**src/rtl/sprite_pkg.sv**
```systemverilog
// sprite_pkg: shared definitions for the sprite renderer.
//   Colour constants (RGB444), sprite/bullet dimensions, the player reset
//   position, sprite identifiers, the bullet record, the update-slot state
//   encoding, and small helpers for per-row alien colour and span tests.
package sprite_pkg;

  localparam logic [11:0] WHITE = 12'hFFF;
  localparam logic [11:0] RED   = 12'hF00;
  localparam logic [11:0] GREEN = 12'h0F0;
  localparam logic [11:0] BLACK = 12'h000;

  localparam logic [11:0] ROW_MAGENTA = 12'hF0F;
  localparam logic [11:0] ROW_CYAN    = 12'h0FF;
  localparam logic [11:0] ROW_YELLOW  = 12'hFF0;
  localparam logic [11:0] ROW_BLUE    = 12'h08F;
  localparam logic [11:0] ROW_ORANGE  = 12'hF80;

  localparam int unsigned SPR_W = 16;
  localparam int unsigned SPR_H = 8;
  localparam int unsigned BUL_W = 2;
  localparam int unsigned BUL_H = 6;

  localparam logic [9:0] DEFAULT_PLAYER_X = 10'd312;

  typedef enum logic [1:0] {
    SPR_ALIEN_A = 2'd0,
    SPR_ALIEN_B = 2'd1,
    SPR_PLAYER  = 2'd2
  } sprite_id_t;

  typedef enum logic {
    SLOT_EMPTY = 1'b0,
    SLOT_FULL  = 1'b1
  } slot_state_t;

  typedef struct packed {
    logic       en;
    logic [9:0] x;
    logic [9:0] y;
  } bullet_t;

  // Alien rows cycle through five colours for grids taller than five rows.
  function automatic logic [11:0] row_colour(input int unsigned row);
    case (row % 5)
      0:       return ROW_MAGENTA;
      1:       return ROW_CYAN;
      2:       return ROW_YELLOW;
      3:       return ROW_BLUE;
      default: return ROW_ORANGE;
    endcase
  endfunction

  // d is an 11-bit two's-complement difference; a negative value is a miss.
  function automatic logic in_span(input logic [10:0] d, input logic [10:0] span);
    return !d[10] && (d < span);
  endfunction

endpackage

```
**src/rtl/sprite_rom.sv**
```systemverilog
// sprite_rom: combinational 16x8 bitmap lookup.
//   sprite_id : which bitmap (alien frame A, alien frame B, player)
//   row       : bitmap row 0..7
//   col       : bitmap column 0..15, column 0 is the leftmost pixel
//   pixel     : 1 where the bitmap is lit
module sprite_rom
  import sprite_pkg::*;
(
  input  sprite_id_t sprite_id,
  input  logic [2:0] row,
  input  logic [3:0] col,
  output logic       pixel
);

  logic [15:0] line;

  always_comb begin
    line = '0;
    case (sprite_id)
      SPR_ALIEN_A: begin
        case (row)
          3'd0: line = 16'h0810;
          3'd1: line = 16'h0420;
          3'd2: line = 16'h0FF0;
          3'd3: line = 16'h1BD8;
          3'd4: line = 16'h3FFC;
          3'd5: line = 16'h2FF4;
          3'd6: line = 16'h2814;
          3'd7: line = 16'h0660;
          default: line = '0;
        endcase
      end
      SPR_ALIEN_B: begin
        case (row)
          3'd0: line = 16'h0810;
          3'd1: line = 16'h2424;
          3'd2: line = 16'h2FF4;
          3'd3: line = 16'h3BDC;
          3'd4: line = 16'h3FFC;
          3'd5: line = 16'h1FF8;
          3'd6: line = 16'h0810;
          3'd7: line = 16'h1008;
          default: line = '0;
        endcase
      end
      SPR_PLAYER: begin
        case (row)
          3'd0: line = 16'h0180;
          3'd1: line = 16'h03C0;
          3'd2: line = 16'h03C0;
          3'd3: line = 16'h3FFC;
          3'd4: line = 16'h7FFE;
          3'd5: line = 16'hFFFF;
          3'd6: line = 16'hFFFF;
          3'd7: line = 16'hFFFF;
          default: line = '0;
        endcase
      end
      default: line = '0;
    endcase
    // MSB holds the leftmost column.
    pixel = line[4'd15 - col];
  end

endmodule

```
**src/rtl/sprite_renderer.sv**
```systemverilog
// sprite_renderer: per-pixel colour for an alien grid, a player ship and two
// bullets, driven by the VGA timing stage on the pixel clock.
//   clk, reset            : pixel clock, asynchronous active-high reset
//   h_addr, v_addr        : visible pixel coordinate
//   frame_sync            : one-cycle pulse per frame in vertical blanking
//   upd_valid/upd_ready   : update handshake; ready means the pending slot is empty
//   upd_player_x, upd_grid_x, upd_grid_y, upd_alive,
//   upd_pbul_*, upd_abul_* : scene update, applied at the next frame_sync
//   pixel_data            : registered RGB444, one cycle after h_addr/v_addr
// Build option: define SPRITE_ANIM_EN to add a 6-bit frame counter whose
// bit 5 alternates the alien bitmap between frame A and frame B.
module sprite_renderer
  import sprite_pkg::*;
#(
  parameter int unsigned ALIEN_COLS = 8,
  parameter int unsigned ALIEN_ROWS = 5,
  parameter int unsigned CELL_W     = 24,
  parameter int unsigned CELL_H     = 16,
  parameter int unsigned PLAYER_Y   = 440
) (
  input  logic                             clk,
  input  logic                             reset,
  input  logic [9:0]                       h_addr,
  input  logic [9:0]                       v_addr,
  input  logic                             frame_sync,
  input  logic                             upd_valid,
  output logic                             upd_ready,
  input  logic [9:0]                       upd_player_x,
  input  logic [9:0]                       upd_grid_x,
  input  logic [9:0]                       upd_grid_y,
  input  logic [ALIEN_ROWS*ALIEN_COLS-1:0] upd_alive,
  input  logic [9:0]                       upd_pbul_x,
  input  logic [9:0]                       upd_pbul_y,
  input  logic [9:0]                       upd_abul_x,
  input  logic [9:0]                       upd_abul_y,
  input  logic                             upd_pbul_en,
  input  logic                             upd_abul_en,
  output logic [11:0]                      pixel_data
);

  localparam int unsigned N_ALIENS = ALIEN_ROWS * ALIEN_COLS;
  localparam int unsigned GRID_W   = ALIEN_COLS * CELL_W;
  localparam int unsigned GRID_H   = ALIEN_ROWS * CELL_H;
  localparam int unsigned COL_W    = (ALIEN_COLS > 1) ? $clog2(ALIEN_COLS) : 1;
  localparam int unsigned ROW_W    = (ALIEN_ROWS > 1) ? $clog2(ALIEN_ROWS) : 1;

  // ---------------------------------------------------------------------------
  // Update slot: one pending scene, promoted to active on frame_sync.
  // ---------------------------------------------------------------------------
  slot_state_t slot_state, slot_next;
  logic        load_pend, commit;

  always_ff @(posedge clk or posedge reset) begin
    if (reset) slot_state <= SLOT_EMPTY;
    else       slot_state <= slot_next;
  end

  always_comb begin
    slot_next = slot_state;
    load_pend = 1'b0;
    commit    = 1'b0;
    upd_ready = 1'b0;
    case (slot_state)
      SLOT_EMPTY: begin
        upd_ready = 1'b1;
        // A transfer coinciding with frame_sync only fills the slot; it
        // waits for the next frame_sync to become active.
        if (upd_valid) begin
          load_pend = 1'b1;
          slot_next = SLOT_FULL;
        end
      end
      SLOT_FULL: begin
        if (frame_sync) begin
          commit    = 1'b1;
          slot_next = SLOT_EMPTY;
        end
      end
      default: slot_next = SLOT_EMPTY;
    endcase
  end

  logic [9:0]          pend_player_x, pend_grid_x, pend_grid_y;
  logic [N_ALIENS-1:0] pend_alive;
  bullet_t             pend_pbul, pend_abul;

  logic [9:0]          act_player_x, act_grid_x, act_grid_y;
  logic [N_ALIENS-1:0] act_alive;
  bullet_t             act_pbul, act_abul;

  always_ff @(posedge clk or posedge reset) begin
    if (reset) begin
      pend_player_x <= DEFAULT_PLAYER_X;
      pend_grid_x   <= '0;
      pend_grid_y   <= '0;
      pend_alive    <= '0;
      pend_pbul     <= '0;
      pend_abul     <= '0;
    end else if (load_pend) begin
      pend_player_x <= upd_player_x;
      pend_grid_x   <= upd_grid_x;
      pend_grid_y   <= upd_grid_y;
      pend_alive    <= upd_alive;
      pend_pbul     <= '{en: upd_pbul_en, x: upd_pbul_x, y: upd_pbul_y};
      pend_abul     <= '{en: upd_abul_en, x: upd_abul_x, y: upd_abul_y};
    end
  end

  always_ff @(posedge clk or posedge reset) begin
    if (reset) begin
      act_player_x <= DEFAULT_PLAYER_X;
      act_grid_x   <= '0;
      act_grid_y   <= '0;
      act_alive    <= '0;
      act_pbul     <= '0;
      act_abul     <= '0;
    end else if (commit) begin
      act_player_x <= pend_player_x;
      act_grid_x   <= pend_grid_x;
      act_grid_y   <= pend_grid_y;
      act_alive    <= pend_alive;
      act_pbul     <= pend_pbul;
      act_abul     <= pend_abul;
    end
  end

  // ---------------------------------------------------------------------------
  // Animation frame select
  // ---------------------------------------------------------------------------
  sprite_id_t alien_id;

`ifdef SPRITE_ANIM_EN
  logic [5:0] frame_cnt;

  always_ff @(posedge clk or posedge reset) begin
    if (reset)           frame_cnt <= '0;
    else if (frame_sync) frame_cnt <= frame_cnt + 6'd1;
  end

  assign alien_id = frame_cnt[5] ? SPR_ALIEN_B : SPR_ALIEN_A;
`else
  assign alien_id = SPR_ALIEN_A;
`endif

  // ---------------------------------------------------------------------------
  // Hit tests on 11-bit two's-complement offsets (bit 10 set = left/above).
  // ---------------------------------------------------------------------------
  logic [10:0] pdx, pdy, gdx, gdy, pbdx, pbdy, abdx, abdy;

  assign pdx  = {1'b0, h_addr} - {1'b0, act_player_x};
  assign pdy  = {1'b0, v_addr} - 11'(PLAYER_Y);
  assign gdx  = {1'b0, h_addr} - {1'b0, act_grid_x};
  assign gdy  = {1'b0, v_addr} - {1'b0, act_grid_y};
  assign pbdx = {1'b0, h_addr} - {1'b0, act_pbul.x};
  assign pbdy = {1'b0, v_addr} - {1'b0, act_pbul.y};
  assign abdx = {1'b0, h_addr} - {1'b0, act_abul.x};
  assign abdy = {1'b0, v_addr} - {1'b0, act_abul.y};

  logic pbul_hit, abul_hit, player_hit, alien_hit;
  logic player_bit, alien_bit;

  assign pbul_hit = act_pbul.en && in_span(pbdx, 11'(BUL_W)) && in_span(pbdy, 11'(BUL_H));
  assign abul_hit = act_abul.en && in_span(abdx, 11'(BUL_W)) && in_span(abdy, 11'(BUL_H));

  sprite_rom u_player_rom (
    .sprite_id (SPR_PLAYER),
    .row       (pdy[2:0]),
    .col       (pdx[3:0]),
    .pixel     (player_bit)
  );

  assign player_hit = in_span(pdx, 11'(SPR_W)) && in_span(pdy, 11'(SPR_H)) && player_bit;

  // Cell index by compare/subtract against each constant cell boundary: the
  // last boundary not exceeded is the cell, the remainder is the local offset.
  logic [COL_W-1:0] cell_col;
  logic [ROW_W-1:0] cell_row;
  logic [10:0]      loc_x, loc_y;
  logic             alive_bit;
  logic [11:0]      alien_colour;

  always_comb begin
    cell_col     = '0;
    cell_row     = '0;
    loc_x        = gdx;
    loc_y        = gdy;
    alive_bit    = 1'b0;
    alien_colour = BLACK;
    for (int unsigned c = 0; c < ALIEN_COLS; c++) begin
      if (gdx >= 11'(c * CELL_W)) begin
        cell_col = COL_W'(c);
        loc_x    = gdx - 11'(c * CELL_W);
      end
    end
    for (int unsigned r = 0; r < ALIEN_ROWS; r++) begin
      if (gdy >= 11'(r * CELL_H)) begin
        cell_row = ROW_W'(r);
        loc_y    = gdy - 11'(r * CELL_H);
      end
    end
    for (int unsigned r = 0; r < ALIEN_ROWS; r++) begin
      if (cell_row == ROW_W'(r)) alien_colour = row_colour(r);
      for (int unsigned c = 0; c < ALIEN_COLS; c++) begin
        if (cell_row == ROW_W'(r) && cell_col == COL_W'(c))
          alive_bit = act_alive[r * ALIEN_COLS + c];
      end
    end
  end

  sprite_rom u_alien_rom (
    .sprite_id (alien_id),
    .row       (loc_y[2:0]),
    .col       (loc_x[3:0]),
    .pixel     (alien_bit)
  );

  assign alien_hit = in_span(gdx, 11'(GRID_W)) && in_span(gdy, 11'(GRID_H)) &&
                     (loc_x < 11'(SPR_W)) && (loc_y < 11'(SPR_H)) &&
                     alive_bit && alien_bit;

  // ---------------------------------------------------------------------------
  // Priority mux and output register
  // ---------------------------------------------------------------------------
  logic [11:0] colour_next;

  always_comb begin
    colour_next = BLACK;
    if (pbul_hit)        colour_next = WHITE;
    else if (abul_hit)   colour_next = RED;
    else if (player_hit) colour_next = GREEN;
    else if (alien_hit)  colour_next = alien_colour;
  end

  always_ff @(posedge clk or posedge reset) begin
    if (reset) pixel_data <= '0;
    else       pixel_data <= colour_next;
  end

endmodule

```
**config.mk**
```make
export PLATFORM = sky130hd
export DESIGN_NAME = sprite_renderer
export DESIGN_NICKNAME = d
export VERILOG_FILES = /design/src/rtl/sprite_pkg.sv /design/src/rtl/sprite_rom.sv /design/src/rtl/sprite_renderer.sv
export SDC_FILE = /design/constraint.sdc
export NUM_CORES = 1
export LEC_CHECK = 0
export CAP_MARGIN = 20
export CORE_MARGIN = 2
export CORE_UTILIZATION = 40
export DETAILED_ROUTE_END_ITERATION = 8
export PLACE_DENSITY = 0.67
export SETUP_SLACK_MARGIN = 0.2
export SYNTH_ARGS = -nofsm -noshare
export SYNTH_HDL_FRONTEND = slang
export SYNTH_HIERARCHICAL = 1
export SYNTH_SLANG_ARGS = --single-unit
```
**constraint.sdc**
```tcl
create_clock -name clk -period 7.84 [get_ports clk]
set_clock_uncertainty 0.2 [all_clocks]
set_input_delay 1.568 -clock clk [delete_from_list [all_inputs] [get_ports clk]]
set_output_delay 1.568 -clock clk [all_outputs]
set_load 0.01 [all_outputs]
```
---- Word-level counts from Yosys, hierarchy flattened ----
Memory sizes are Yosys's and may differ from the RTL's.
Cells that the tools add are included.
word-level totals
  register bits ........................... 237
  ROM bits ................................ 208
  output and inout port bits .............. 13
  logic and storage cells ................. 231
  memories ................................ 2
memory list
  name             words  bits a word  read ports  clocked after Yosys merged registers in  write ports  RTL line          text
  (no name shown)  8      14           1           0                                        0            sprite_rom.sv:47  case (row)
  (no name shown)  8      12           1           0                                        0            sprite_rom.sv:21  case (row)
operators by class
  add/subtract/negate cells ............... 21
  $lt $le $gt $ge ......................... 23
  eq/ne operators ......................... 11
  muxes and demuxes ....................... 82
  bitwise gates (word level) .............. 1
  reductions and logical operators ........ 69
operator list
  operator                                                                               number
  11-bit two-way mux                                                                     11
  12-bit two-way mux                                                                     9
  10-bit by 10-bit subtractor with 11-bit output                                         7
  1-bit logical AND                                                                      59
  1-bit two-way mux                                                                      50
  11-bit by 7-bit greater-or-equal comparator with 1-bit output (second input constant)  4
  11-bit by 7-bit subtractor with 11-bit output (second input constant)                  4
  11-bit by 6-bit greater-or-equal comparator with 1-bit output (second input constant)  3
  11-bit by 6-bit subtractor with 11-bit output (second input constant)                  3
  3-bit two-way mux                                                                      9
  11-bit by 5-bit greater-or-equal comparator with 1-bit output (second input constant)  2
  11-bit by 8-bit greater-or-equal comparator with 1-bit output (second input constant)  2
  11-bit by 2-bit less-than comparator with 1-bit output (second input constant)         2
  11-bit by 3-bit less-than comparator with 1-bit output (second input constant)         2
  11-bit by 4-bit less-than comparator with 1-bit output (second input constant)         2
  11-bit by 5-bit less-than comparator with 1-bit output (second input constant)         2
  11-bit by 5-bit subtractor with 11-bit output (second input constant)                  2
  11-bit by 8-bit subtractor with 11-bit output (second input constant)                  2
  3-bit == test (second input constant)                                                  5
  3-bit by 2-bit == test with 1-bit output (second input constant)                       4
  11-bit by 7-bit less-than comparator with 1-bit output (second input constant)         1
  11-bit by 8-bit less-than comparator with 1-bit output (second input constant)         1
  10-bit by 9-bit subtractor with 11-bit output (second input constant)                  1
  4-bit by 5-bit less-than comparator with 1-bit output (second input constant)          2
  other kinds (7)                                                                        18

---- Depth between registers and ports, before layout ----
Gate-level depths: netlist (run 1).
  depth in word-level cells ............... 57
  mapped depth ............................ 25
  depth with buffers taken out ............ 24

---- By module ----
The synthesis (run 1) kept the hierarchy.
by module, submodules not included
  module                     instances  cells each  area an instance (um^2)  sequential area each (um^2)
  sprite_renderer            1          1,246       13,684.4                 5,740.5
  sprite_rom (u_player_rom)  1          62          466.7                    0.0
  sprite_rom (u_alien_rom)   1          64          451.7                    0.0

---- Worst setup path after synthesis (run 1) ----
Ideal clock, no wire load.
  path kind ............................... input to register
  start ................................... in h_addr[0]
  end ..................................... reg pixel_data[3]
  library setup time ...................... 0.110 ns
  data arrival time ....................... 5.944 ns
  setup slack ............................. 1.586 ns
  stages on the path ...................... 25
  buffers on the path ..................... 2
  path through ............................ inv_1 > ha_1 > fa_1 > nand2b_1 > a21bo_2 > nand2_1 > nand2_1 > clkbuf_1 > ha_1 > clkbuf_1 > a31oi_1 > a211oi_1 > or4_4 > o211ai_2 > nand2_1 > xnor2_1 > a31oi_1 > o2bb2ai_1 > nand2b_1 > a221o_1 > nor4_1 > and3_1 > nand4_1 > nand2b_1 > o41ai_1
between the ends
  elaborated cells on any way between the ends .. 154
  classes of those cells .................. add/sub: 13; order compare: 12; eq/ne: 7; mux: 62; reduce/logical: 60
RTL lines
  what                                                                                                                            RTL line                                        text
  start: declaration                                                                                                              sprite_renderer.sv:23                           input logic [9:0] h_addr,
  10-bit by 10-bit subtractor with 11-bit output *                                                                                sprite_renderer.sv:152                          assign gdx = {1'b0, h_addr} - {1'b0, act_grid_x};
  11-bit by 5-bit subtractor with 11-bit output or 11-bit by 5-bit greater-or-equal comparator with 1-bit output (tied branches)  sprite_renderer.sv:192, sprite_renderer.sv:190
  11-bit two-way mux (6 in series)                                                                                                sprite_renderer.sv:190                          if (gdx >= 11'(c * CELL_W)) begin
  11-bit two-way mux *                                                                                                            sprite_renderer.sv:190
  net loc_x[3]                                                                                                                    sprite_renderer.sv:178                          logic [10:0] loc_x, loc_y;
  4-bit subtractor *                                                                                                              sprite_rom.sv:62                                pixel = line[4'd15 - col];
  1-bit binary-select mux with 4-bit select *                                                                                     sprite_rom.sv:62
  1-bit two-way mux (implied by the code) *                                                                                       sprite_rom.sv:62
  net alien_bit                                                                                                                   sprite_renderer.sv:160                          logic player_bit, alien_bit;
  1-bit logical AND *                                                                                                             sprite_renderer.sv:219                          alive_bit && alien_bit;
  12-bit two-way mux *                                                                                                            sprite_renderer.sv:231                          else if (alien_hit) colour_next = alien_colour;
  12-bit two-way mux *                                                                                                            sprite_renderer.sv:230                          else if (player_hit) colour_next = GREEN;
  12-bit two-way mux *                                                                                                            sprite_renderer.sv:229                          else if (abul_hit) colour_next = RED;
  12-bit two-way mux *                                                                                                            sprite_renderer.sv:228                          if (pbul_hit) colour_next = WHITE;
  end signal: assignment                                                                                                          sprite_renderer.sv:236                          else pixel_data <= colour_next;
  end: declaration                                                                                                                sprite_renderer.sv:38                           output logic [11:0] pixel_data
Mark *: on every way through the listed nets, which the timed path passes. The rest lies on a longest branch. The select of a mux whose other input is x is not followed.
A chain may end at the register's enable or synchronous reset.

---- Worst setup path after layout (run 1) ----
  start ................................... in h_addr[1]
  end ..................................... reg pixel_data[6]
The elaborated chain is that of the path after synthesis.

==> metrics.md, run 1 <==
| Metric | Value |
|---|---|
| Minimum clock period | `around 6.9 ns` |
| First-pass GRT wire length | `between 60000 and 70000 um` |
| Number of buffers inserted by hold repair at cts | `0` |
| Avg WL per Cell | `18.5 um` |
| Io pins | `149` |
| Hold Startpoint | `pend_alive[26]` |
| Synth Register Bits | `229` |
| CTS tree | `built` |
| Row count | `69` |
| Max Cap Viol | `0` |
| Critical-path maximum fanout | `8` |
| Fraction of registers with async set or reset after synthesis | `100%` |
| Yosys Warn Count | `6` |
| Count of different cell masters after synthesis | `~100` |
| Psw | `2.76 mW` |
| Switching share of power | `42.6%` |
| Grt ovf | `0` |
| Status | `completed` |
| Util after Layout | `48.7%` |
| Largest stage delay on the critical path | `0.58 ns` |
| Initial drt markers | `572` |
| Reg2Reg Capture Point | `pixel_data[6]` |
| Layout area overhead | `19.3%` |
| Storage element area | `5740 um2` |
| Drt pass-1 iters | `7` |
| CP Launch Type | `primary input` |
| Nets | `1760` |
| Inserted Diodes | `0` |
| Hold Fails Final Rpt | `0` |
| Avg Synthesized Cell Area | `10.6 um2` |
| Worst min-delay path category | `flip-flop to flip-flop` |
| R2R Path Start | `act_grid_x[0]` |
| RSZ-0062 raised after global routing | `false` |
| Die Span X | `195 um` |
| CP Class | `primary input to flip-flop` |
| Clock power share | `18.3%` |
| IO Port Bufs | `roughly 150` |
| Post-CTS sizing | `0` |
| Total Wirelength | `37100 um` |
| CP Data Arrival Time | `7.10 ns` |
| Vias per std cell | `5.51` |
| Clock root cell | `clkbuf_16` |
| CTS sink cnt | `~230` |
| Largest net degree at the start of global routing | `138` |
| Worst reg2reg path depth | `23` |
| Vias post-DR | `11000` |
| Vias in the first global route | `11100` |
| Most frequent CP cell | `nand2b_1` |
| Setup TNS | `0 ns` |
| Achievable frequency | `around 0.15 GHz` |
| Clock slew at reported path FFs | `0.06 ns` |
| CTS Buffer Depth | `3` |
| Total core area | `35700 um2` |
| Fill count | `roughly 3300` |
| Multi-input logic area | `8210 um2` |
| Worst reg-to-reg setup slack | `2.26 ns` |
| CP max-delay cell | `clkdlybuf4s50_1` |
| Post-synth EDFFs | `0` |
| H-tree Lvls | `1` |
| Number of buffers created by CTS | `26` |
| # DRC | `0` |
| Post-route design area | `17400 um2` |
| Mapped Cells | `1372` |
| Starting density of the core | `approximately 41%` |
| Initial antenna violation count | `0` |
| PD cells | `373 nW/um2` |
| Register share of total power | `27.9%` |
| Min-Delay Endpoint | `pend_alive[26]` |
| Final Cycle Share | `87.7%` |
| Slew Limit Fails | `0` |
| Layout cells sized above 1 | `21.9%` |
| Post-CTS Setup Inserts | `0` |
| Register area share after synthesis | `39.3%` |
| CP Capture Type | `flip-flop` |
| Crit path required time | `approximately 8 ns` |
| DP Area | `16600 um2` |
| Hold depth | `1` |
| Die area | `38100 um2` |
| Post-Syn Area | `14600 um2` |
| Lkg Pwr | `7.45 nW` |
| Clk_lat worst skew | `0.54 ns` |
| Comb power frac | `between 50% and 60%` |
| Int Power | `3.73 mW` |
| Worst vdd ir | `between 200 and 250 uV` |
| Main synth FF type | `dfrtp_1` |
| Slew at the pin closest to its max-slew limit | `0.905 ns` |
| Antenna viol nets, final | `0` |
| Crit path cell chain | `clkdlybuf4s50_1 -> inv_1 -> fa_1 -> nand2b_1 -> a21oi_2 -> xor2_2 -> inv_2 -> ha_1 -> nand3_1 -> o21ai_0 -> nand2_1 -> a22o_1 -> o211ai_2 -> nand2_1 -> xnor2_1 -> o21ai_1 -> o2bb2ai_1 -> nand2b_1 -> a221o_1 -> nor4_1 -> and3_1 -> nand4_1 -> nand2b_1 -> o41ai_1` |
| Die height | `195 um` |
| Relative slew slack | `39.2%` |
| Placed wire-length estimate | `between 20000 and 30000 um` |
| Setup violators final | `0` |
| GRT Util Overall | `between 10% and 20%` |
| GP Congestion | `0.911` |
==> worst max-delay path by stage <==
stage | from | endpoint | slack (ns) | depth (start not counted)
after floorplan | h_addr[0] | pixel_data[3] | 1.59 | 25
after global placement | h_addr[1] | pixel_data[6] | 0.75 | 23
after global routing | h_addr[1] | pixel_data[6] | 0.40 | 24
final | h_addr[1] | pixel_data[6] | 0.96 | 24
after detailed placement | h_addr[1] | pixel_data[6] | 0.46 | 24
after CTS | h_addr[1] | pixel_data[6] | 1.02 | 24
==> worst max-delay path: cells and delay by family <==
kind | cells | cell delay (ns)
buffers and inverters | 3 | 0.92
AO/OA/AOI/OAI | 8 | 2.06
XOR/XNOR | 2 | 0.37
AND/OR/NAND/NOR | 9 | 1.50
adder cells (fa/ha/maj) | 2 | 0.66
==> cell usage after synthesis, types with 13 or more instances <==
cell type  number  share of area, %
o21a_1         14              0.72
xnor2_1        32               1.9
dfrtp_1       221                38
a31oi_1        14              0.60
o211ai_1       13              0.67
nand2_1        67               1.7
nand3_1        20              0.69
a21oi_1        62               2.1
a21o_1         22               1.1
nor3_1         18              0.62
o21ai_0        48               1.6
nand4_1        16              0.69
o21bai_1       13              0.67
clkbuf_1       34              0.87
ha_1           95               8.1
inv_1         110               2.8
nand2b_1       19              0.81
mux2_2        225                17
nor2b_1        17              0.73
nor2_1         50               1.3
==> cell usage in the layout, fill, tap and decap left out, types with 9 or more instances in the layout <==
master	instances
ha_1	95
o21a_1	14
a21oi_1	62
nor4_1	10
conb_1	17
o211ai_1	13
xnor2_1	32
clkdlybuf4s50_1	148
o2111ai_1	9
clkbuf_16	27
buf_4	17
nand2b_1	19
mux2i_1	9
xor2_1	10
nand3_1	20
inv_1	109
nand2_1	66
nor2_1	50
o21ai_0	48
nor2b_1	16
nand4_1	16
nor3_1	18
mux2_2	225
a31oi_1	14
a211oi_1	11
dfrtp_1	221
o21bai_1	13
a21o_1	22
==> area by class of cell <==
class | instances | share of cell area, %
timing repair buffer | 167 | 9.38
clock inverter | 12 | 0.560
inverter | 112 | 2.43
sequential | 229 | 33.0
clock buffer | 35 | 4.22
tap | 461 | 3.31
multi-input combinational | 986 | 47.1
==> sequential cells by signal, indices dropped and copies added (netlist names) <==
register,count
pend_abul,21
act_alive,40
pend_pbul,21
pend_alive,40
pend_player_x,10
act_abul,21
pend_grid_y,10
act_pbul,21
slot_state,1
pend_grid_x,10
pixel_data,4
act_grid_x,10
act_grid_y,10
act_player_x,10
==> metal layers <==
| metal | part of all wire [%] | GRT usage [%] | up-vias | wire length [um] |
|---|---|---|---|---|
| li1 | - | - | 5274 | - |
| met4 | 2.9 | 5.99 | 0 | 1080 |
| met1 | 47 | 27.6 | 5433 | 17500 |
| met3 | 4.1 | 2.56 | 63 | 1510 |
| met2 | 46 | 31.6 | 257 | 17000 |
| met5 | 0 | 0 | - | 0 |
==> power groups by stage <==
| stage | logic (mW) | registers [mW] | clock network (mW) |
|---|---|---|---|
| floorplan | 2.62 | 1.72 | 0 |
| detailed placement | 3.44 | 1.83 | 0 |
| global route | 3.87 | 1.86 | 1.27 |
| global placement | 3.42 | 1.82 | 0 |
| CTS | 3.47 | 1.82 | 1.23 |
| finish | 3.49 | 1.81 | 1.19 |
==> stage by stage <==
stage / setup WS [ns] / instances / power (mW) / hold slack (ns)
floorplan: 1.59 / 1387 / 4.34 / 0.270
global placement: 0.746 / 1954 / 5.24 / 0.285
detailed placement: 0.464 / 1955 / 5.27 / 0.291
CTS: 1.02 / 2002 / 6.51 / 0.301
global route: 0.399 / 2002 / 7.00 / 0.315
finish: 0.961 / 2002 / 6.49 / 0.299
==> kinds of logic after synthesis <==
| logic type | count (synthesis) | share of synthesized area (%) |
|---|---|---|
| AOI/OAI and AO/OA | 314 | 15.8 |
| buffers and inverters | 172 | 4.95 |
| DFF | 229 | 39.3 |
| adders and majority gates | 102 | 9.10 |
| other | 2 | 0.0514 |
| muxes | 234 | 18.0 |
| xor gates and xnor gates | 44 | 2.74 |
| and+or+nand+nor | 275 | 10.1 |
Power figures use the tool's default switching activity.
==> inputs of run 2 (changes only) <==
- CELL_PAD_IN_SITES_DETAIL_PLACEMENT: default -> 1
- CELL_PAD_IN_SITES_GLOBAL_PLACEMENT: default -> 1
- PLACE_DENSITY: 0.67 -> 0.8
==> run 2 against run 1 <==
Net effect: die area did not move; sequential share of layout area fell by 0.078 points; first-iteration DRC count fell by 10%; register-to-register slack got worse by 0.36 ns; critical path type unchanged; critical endpoint unchanged.
==> metrics.md, run 2 (synthesized netlist as in run 1, its figures left out) <==
| Metric | Value |
|---|---|
| Met3 WL post-DR | `1590 um` |
| Most frequent cells in the layout | `mux2_2, dfrtp_1, clkdlybuf4s50_1` |
| WP buf/inv | `3` |
| Slew Limit Fails | `0` |
| Max Cap Viol | `0` |
| Final Cycle Share | `91.3%` |
| Die Span X | `a little under 200 um` |
| Commonest non-fill, non-tap cell in the layout | `mux2_2` |
| Antenna viol nets, final | `0` |
| CTS tree | `built` |
| Number of buffers inserted by hold repair at cts | `0` |
| CP top delay family | `compound AO/OA/AOI/OAI gates` |
| Met2 wire length | `just over 20000 um` |
| Status | `completed` |
| Inserted Diodes | `0` |
| Relative slew slack | `36.6%` |
| First-pass GRT wire length | `66800 um` |
| Worst vdd ir | `179 uV` |
| Largest stage delay on the critical path | `a little under 0.6 ns` |
| Clock slew at reported path FFs | `approximately 0.070 ns` |
| Util after Layout | `between 40% and 50%` |
| Largest registers | `act_alive x40, pend_alive x40` |
| Row count | `69` |
| Post-CTS sizing | `0` |
| Starting density of the core | `40.9%` |
| Post-route total power | `6.68 mW` |
| Die area | `38100 um2` |
| IO Port Bufs | `148` |
| GP Congestion | `0.903` |
| Most frequent CP cell | `nand2b_1` |
| Layout cells sized above 1 | `22.1%` |
| CTS sink cnt | `229` |
| Vias in the first global route | `12100` |
| Critical-path maximum fanout | `8` |
| Crit path cell chain | `clkdlybuf4s50_1 -> inv_1 -> fa_1 -> nand2b_1 -> a21oi_2 -> xor2_2 -> inv_2 -> ha_1 -> nand3_1 -> o21ai_0 -> nand2_1 -> a22o_1 -> o211ai_2 -> nand2_1 -> xnor2_1 -> o21ai_1 -> o2bb2ai_1 -> nand2b_1 -> a221o_1 -> nor4_1 -> and3_1 -> nand4_1 -> nand2b_1 -> o41ai_1` |
| Minimum clock period | `7.16 ns` |
| Achievable frequency | `0.140 GHz` |
| Slew at the pin closest to its max-slew limit | `0.952 ns` |
| CP Data Arrival Time | `7.36 ns` |
| Setup TNS | `0 ns` |
| Post-CTS Setup Inserts | `0` |
| Layout area overhead | `19.6%` |
| DP Area | `16600 um2` |
| Initial antenna violation count | `0` |
| GRT Util Overall | `21.9%` |
| PD cells | `382 nW/um2` |
| # DRC | `0` |
| CP Class | `primary input to flip-flop` |
| Setup violators final | `0` |
| Die height | `195 um` |
| Clock root cell | `clkbuf_16` |
| Nets | `between 1500 and 2000` |
| Total Wirelength | `41800 um` |
| Grt ovf | `0` |
| CP max-delay cell | `clkdlybuf4s50_1` |
| Hold Fails Final Rpt | `0` |
| Highest routed metal layer | `met4` |
| H-tree Lvls | `1` |
| Post-route design area | `17500 um2` |
| RSZ-0062 raised after global routing | `false` |
| CP Capture Type | `flip-flop` |
| Metal-1 WL | `19200 um` |
| Largest net degree at the start of global routing | `131` |
| Lkg Pwr | `7.46 nW` |
| Clk_lat worst skew | `roughly 0.54 ns` |
| Total core area | `about 36000 um2` |
| Placed wire-length estimate | `31600 um` |
| Drt pass-1 iters | `5` |
| Vias post-DR | `11200` |
| CP Launch Type | `primary input` |
| Crit path required time | `8.04 ns` |
| CTS Buffer Depth | `3` |
| Worst min-delay path category | `flip-flop to flip-flop` |
| Number of buffers created by CTS | `26` |
| Vias per std cell | `roughly 5.6` |
| Io pins | `149` |
| Avg WL per Cell | `20.9 um` |
| Initial drt markers | `approximately 520` |
## run 2: changes by cell type in the layout (fill, tap and decap cells not counted), sizes merged
| cell | delta |
|---|---|
| clkinvlp | +2 |
| buf | -1 |
| inv | -1 |
| clkinv | -3 |
| clkbuf | +3 |
## run 2: metrics by stage
stage / setup slack [ns] / hold WS [ns] / std cells
after floorplan: 1.59 / 0.270 / 1387
after global placement: 0.543 / 0.286 / 1953
after detailed placement: 0.208 / 0.293 / 1954
after CTS: 0.748 / 0.303 / 2002
after global routing: 0.273 / 0.321 / 2002
final: 0.684 / 0.295 / 2002
## run 2: final timing paths
check / from / endpoint / slack (ns) / depth (start not counted)
max: h_addr[1] / pixel_data[6] / 0.68 / 24
min: pend_alive[14] / act_alive[14] / 0.30 / 1
max reg2reg: act_grid_x[0] / pixel_data[6] / 1.90 / 23
min reg2reg: pend_alive[14] / act_alive[14] / 0.30 / 1
max in group asynchronous: reset / pend_alive[7] / 4.84 / 3
min in group asynchronous: reset / act_alive[26] / 1.26 / 2
## run 2: layer usage
layer  vias up  GRT usage (%)
li1       5248              -
met1      5666           29.6
met2       210           37.7
met3        64           2.52
met4         0           4.92
met5         -              0
## run 2: layout make-up
class | instances | area (um2)
sequential | 229 | 5740
clock inverter | 10 | 85.1
inverter | 112 | 424
timing repair buffer | 166 | 1630
fill | 3893 | 18300
clock buffer | 38 | 797
multi-input combinational | 986 | 8210
tap | 461 | 577
## run 2: report_power, final
part / total (mW) / internal [mW] / switching (mW)
logic: 3.61 / 1.47 / 2.14
registers: 1.82 / 1.57 / 0.248
clock network: 1.25 / 0.735 / 0.514
